===== config.mk =====
export PLATFORM = sky130hd
export DESIGN_NAME = led_frame_scanner
export DESIGN_NICKNAME = d
export VERILOG_FILES = /design/src/rtl/led_frame_scanner.sv
export SDC_FILE = /design/constraint.sdc
export NUM_CORES = 1
export LEC_CHECK = 0
export CORE_ASPECT_RATIO = 1.2
export CORE_MARGIN = 10
export CORE_UTILIZATION = 56
export CTS_CLUSTER_SIZE = 14
export DETAILED_ROUTE_END_ITERATION = 8
export GPL_TIMING_DRIVEN = 0
export PLACE_DENSITY_LB_ADDON = 0.3
export SYNTH_ARGS = -nofsm -noshare
export SYNTH_HDL_FRONTEND = slang
export SYNTH_SLANG_ARGS = --single-unit

===== constraint.sdc =====
create_clock -name clk -period 3.8 [get_ports clk]
set_input_delay 0.76 -clock clk [delete_from_list [all_inputs] [get_ports clk]]
set_output_delay 0.76 -clock clk [all_outputs]
set_load 0.01 [all_outputs]

===== src/rtl/led_frame_scanner.sv =====
// LED tile frame scanner: fetches a frame of 16-bit pixel words from on-chip memory
// and shifts each word MSB-first onto the LED chain, then pulses the latch.
module led_frame_scanner #(
  parameter int BASE_ADDR    = 0,
  parameter int NUM_WORDS    = 256,
  parameter int CLK_DIV      = 4,
  parameter int LATCH_CYCLES = 4
) (
  input  logic        clk,
  input  logic        reset_n,
  input  logic        enable,
  input  logic        frame_start,
  output logic [13:0] mem_address,
  output logic        mem_chipselect,
  output logic        mem_clken,
  input  logic [15:0] mem_readdata,
  output logic        led_sclk,
  output logic        led_sdata,
  output logic        led_latch,
  output logic        busy,
  output logic        frame_done
);

  localparam int IW = $clog2(NUM_WORDS + 1);
  localparam int DW = $clog2(2 * CLK_DIV);
  localparam int LW = (LATCH_CYCLES > 1) ? $clog2(LATCH_CYCLES) : 1;

  localparam logic [DW-1:0] DIV_HIGH   = DW'(CLK_DIV);
  localparam logic [DW-1:0] DIV_LAST   = DW'(2 * CLK_DIV - 1);
  localparam logic [LW-1:0] LATCH_LAST = LW'(LATCH_CYCLES - 1);
  localparam logic [IW-1:0] IDX_LAST   = IW'(NUM_WORDS - 1);
  localparam logic [13:0]   BASE       = 14'(BASE_ADDR);

  // The frame must lie entirely inside the 13000-word pixel memory.
  generate
    if (NUM_WORDS < 1 || BASE_ADDR < 0 || BASE_ADDR + NUM_WORDS - 1 > 12999 ||
        CLK_DIV < 1 || LATCH_CYCLES < 1) begin : g_param_check
      $error("led_frame_scanner: illegal parameter combination");
    end
  endgenerate

  typedef enum logic [2:0] {
    S_IDLE,
    S_FETCH,
    S_CAPTURE,
    S_SHIFT,
    S_LATCH
  } state_t;

  state_t        state_q, state_d;
  logic [IW-1:0] idx_q, idx_d;
  logic [15:0]   shreg_q, shreg_d;
  logic [3:0]    bitcnt_q, bitcnt_d;
  logic [DW-1:0] div_q, div_d;
  logic [LW-1:0] latch_cnt_q, latch_cnt_d;
  logic          frame_done_q, frame_done_d;
  logic          mem_clken_q, mem_clken_d;

  always_ff @(posedge clk or negedge reset_n) begin
    if (!reset_n) begin
      state_q      <= S_IDLE;
      idx_q        <= '0;
      shreg_q      <= '0;
      bitcnt_q     <= '0;
      div_q        <= '0;
      latch_cnt_q  <= '0;
      frame_done_q <= 1'b0;
      mem_clken_q  <= 1'b0;
    end else begin
      state_q      <= state_d;
      idx_q        <= idx_d;
      shreg_q      <= shreg_d;
      bitcnt_q     <= bitcnt_d;
      div_q        <= div_d;
      latch_cnt_q  <= latch_cnt_d;
      frame_done_q <= frame_done_d;
      mem_clken_q  <= mem_clken_d;
    end
  end

  always_comb begin
    state_d      = state_q;
    idx_d        = idx_q;
    shreg_d      = shreg_q;
    bitcnt_d     = bitcnt_q;
    div_d        = div_q;
    latch_cnt_d  = latch_cnt_q;
    frame_done_d = 1'b0;
    mem_clken_d  = 1'b1;

    // Dropping enable abandons the frame; the partially shifted chain is never latched.
    if (!enable) begin
      state_d     = S_IDLE;
      idx_d       = '0;
      div_d       = '0;
      latch_cnt_d = '0;
    end else begin
      case (state_q)
        S_IDLE: begin
          if (frame_start) begin
            state_d = S_FETCH;
            idx_d   = '0;
          end
        end
        S_FETCH: begin
          state_d = S_CAPTURE;
        end
        S_CAPTURE: begin
          shreg_d  = mem_readdata;
          bitcnt_d = 4'd15;
          div_d    = '0;
          state_d  = S_SHIFT;
        end
        S_SHIFT: begin
          if (div_q == DIV_LAST) begin
            div_d = '0;
            if (bitcnt_q != 4'd0) begin
              shreg_d  = {shreg_q[14:0], 1'b0};
              bitcnt_d = bitcnt_q - 4'd1;
            end else begin
              idx_d = idx_q + IW'(1);
              if (idx_q == IDX_LAST) begin
                state_d     = S_LATCH;
                latch_cnt_d = '0;
              end else begin
                state_d = S_FETCH;
              end
            end
          end else begin
            div_d = div_q + DW'(1);
          end
        end
        S_LATCH: begin
          if (latch_cnt_q == LATCH_LAST) begin
            state_d      = S_IDLE;
            idx_d        = '0;
            frame_done_d = 1'b1;
          end else begin
            latch_cnt_d = latch_cnt_q + LW'(1);
          end
        end
        default: begin
          state_d = S_IDLE;
        end
      endcase
    end
  end

  // Outputs decode the state flops directly so an async reset clears them immediately.
  always_comb begin
    mem_chipselect = (state_q == S_FETCH);
    mem_address    = mem_chipselect ? (BASE + 14'(idx_q)) : 14'd0;
    mem_clken      = mem_clken_q;
    led_sclk       = (state_q == S_SHIFT) && (div_q >= DIV_HIGH);
    led_sdata      = (state_q == S_SHIFT) && shreg_q[15];
    led_latch      = (state_q == S_LATCH);
    busy           = (state_q != S_IDLE);
    frame_done     = frame_done_q;
  end

endmodule


==> out/qor.yml <==
core_area_sq_um: 3690
synthFlopType: "dfrtp_1"
power.density_nw_per_um2: 367
post_cts_buffers: 0
synth_cells: 201
drc_errors: 0
maxCapViolCount: 0
diodes: 0
ys_warn_count: 0
status: "completed"
drtIter0Drc: 122
hold_buffers: 0
max_stage_delay_ps: 540
drive_gt1_frac: 0.235
worstPathMaxFanout: 10
root_buffer: "clkbuf_8"
ys_types: 41
clk_latency_ps: 290
grt_pass1_wl_um: 7650
synth-simple-area-share: 0.172
path_clk_slew_ps: 70
cts_tree: "yes"
setup_viol: 0
synthMuxAreaShare: 0.198
synth_seq_area_share: 0.448
grt_pass1_vias: 1692
grt-ovfl-total: 0
nNetsFinal: 273
first_pass_iters: 4
syn_area_per_cell_sq_um: 10.8
htreeDepth: 2
worst_ep_arrival_time_ps: 2310
fin_hold_ws_ps: 505
finalCriticalPeriod_ps: 3070
start_util: 0.590
crit_slowest_cell: "clkdlybuf4s50_1"
placementRows: 24
postSynth.asyncResetShare: 1.00
crit_type: "register to output pin"
hpwlAfterDp_um: 3240
slew_headroom: 0.432
clock_path_buffers: 2
top_layer: "met4"
antenna_found_initial: 0
synth_compound_area_frac: 0.0816
wl_per_cell_um: 14.9
grt_setup_unrepaired: "false"
synth_top_area_frac: 0.448
via_per_inst: 5.48
drv_slew: 0
fillers: 290
clock_power_share: 0.286
power_frac_seq: 0.522
drt_wl_total_um: 4450
cts_buffers: 5
p_int_mw: 0.737
utilization: 0.729
post-route-period-util: 0.808
synthTopCellsByCount: "dfrtp_1, mux2_2, nand2_1, inv_1"
tightest_slew_ps: 851
max_freq_mhz: 326
groute.usage.overall: 0.135
synthTopCellsByArea: "dfrtp_1, mux2_2, ha_1"
p_leak_nw: 1.20
synth_most_common_cell: "dfrtp_1"
die_h_um: 88.3
timing.setup.tns_ps: 0
met1_length_um: 1930
power_switching_mw: 0.252
syn_to_final_growth_pct: 23.5
cp_cell_sequence: "buf_2, inv_1, nor3_1, and2_1, clkdlybuf4s50_1"
syn_area_sq_um: 2180
hold_violations: 0
routed-via-count: 1640
start_kind: "register"
synth_top_area_cell: "dfrtp_1"
clock_sinks: 39
ant_nets: 0
irDropWorstVdd_uv: 291
routed-wl-met3_um: 295
die_x_um: 76.9
fin_skew_ps: 7.49
ys_ff_latch: 39
synth_top_family_by_area: "multiplexers"
p_sw_frac: 0.255
hold_class: "register to register"
numPortBuffers: 35
crit_required_ps: 3040
dieArea_sq_um: 6790
ioPinCount: 41
gp_congestion: 0.845
yosys.area_share.xor_xnor: 0
multi_input_area_sq_um: 1080
cts_resized: 0
combPwrFrac: 0.192
grt_max_degree: 40
end_kind: "output pin"
synth-edff-count: 0
regArea_sq_um: 976
dr_wl_met2_um: 2180
yosys.area_share.adder: 0.0345
-- metrics by stage --
stage / setup WS (ps) / instances / power (mW) / cell area, sq um
finish: 730 / 299 / 0.989 / 2690
global route: 528 / 299 / 1.03 / 2690
CTS: 697 / 299 / 0.991 / 2690
detailed placement: 996 / 292 / 0.715 / 2600
global placement: 1020 / 292 / 0.706 / 2610
floorplan: 1650 / 205 / 0.648 / 2190
-- cell type report --
| cell class | instances | area share |
|---|---|---|
| plain buffers | 14 | 0.0349 |
| clock buffers | 6 | 0.0307 |
| clock inverters | 1 | 0.00186 |
| inverters | 11 | 0.0153 |
| multi-input cells | 141 | 0.402 |
| flip-flops and latches | 39 | 0.363 |
| well taps | 52 | 0.0242 |
| repair buffers | 35 | 0.128 |
-- path summary, 6_finish.rpt --
check                            start        endpoint  slack, ps  cells past startpoint
setup / recovery            state_q[0]  mem_address[2]        730                      5
hold / removal             shreg_q[15]     shreg_q[15]        500                      1
setup reg to reg              idx_q[0]  latch_cnt_q[0]       1580                      8
hold reg to reg            shreg_q[15]     shreg_q[15]        500                      1
max in group asynchronous      reset_n      shreg_q[0]       2680                      1
min in group asynchronous      reset_n        idx_q[4]        570                      1
-- cell usage in the layout, fill, tap and decap left out, types with 2 or more instances in the layout --
master and instances:
mux2i_1 6, clkdlybuf4s50_1 34, dfrtp_1 39, o21ai_0 4, clkbuf_1 2, buf_2 4
nor4_1 5, and2_1 8, nand2_1 14, nor2_1 5, clkbuf_8 6, mux2_2 33
a21boi_0 2, buf_4 8, a31oi_1 5, and3_1 7, nand3_1 6, nand2b_1 6
o211ai_1 2, conb_1 6, a21oi_1 5, nor3_1 3, inv_1 11, ha_1 6
-- critical path: cells and delay by family, from the launching register on --
kind | cells | cell delay [ps]
buffers and inverters | 3 | 940
AND/OR/NAND/NOR | 2 | 740
flip-flops | 1 | 350
-- power groups by stage --
stage / registers [mW] / clock network, mW / logic [mW]
3_3_place_gp: 0.521 / 0 / 0.185
4_1_cts: 0.517 / 0.284 / 0.191
3_5_place_dp: 0.524 / 0 / 0.191
5_1_grt: 0.524 / 0.296 / 0.210
6_report: 0.517 / 0.283 / 0.189
2_1_floorplan: 0.514 / 0 / 0.134
-- layer usage --
| layer | global-route usage | vias up |
|---|---|---|
| met5 | 0 | - |
| met1 | 0.151 | 790 |
| met3 | 0.0436 | 6 |
| met2 | 0.239 | 53 |
| li1 | - | 791 |
| met4 | 0.0423 | 0 |
-- registers in the layout, indices dropped and copies added (netlist names) --
| name | cells |
|---|---|
| bitcnt_q | 4 |
| div_q | 3 |
| frame_done | 1 |
| idx_q | 9 |
| latch_cnt_q | 2 |
| mem_clken | 1 |
| shreg_q | 16 |
| state_q | 3 |
-- logic make-up (layout without fill, tap and decap cells) --
| group | Yosys count | in the layout |
|---|---|---|
| AO/OA/AOI/OAI | 25 | 25 |
| other | 2 | 6 |
| adder cells (fa/ha/maj) | 6 | 6 |
| flip-flops | 39 | 39 |
| AND/OR/NAND/NOR | 65 | 65 |
| multiplexers | 39 | 39 |
| buffers and inverters | 25 | 67 |
Power figures use the tool's default switching activity.
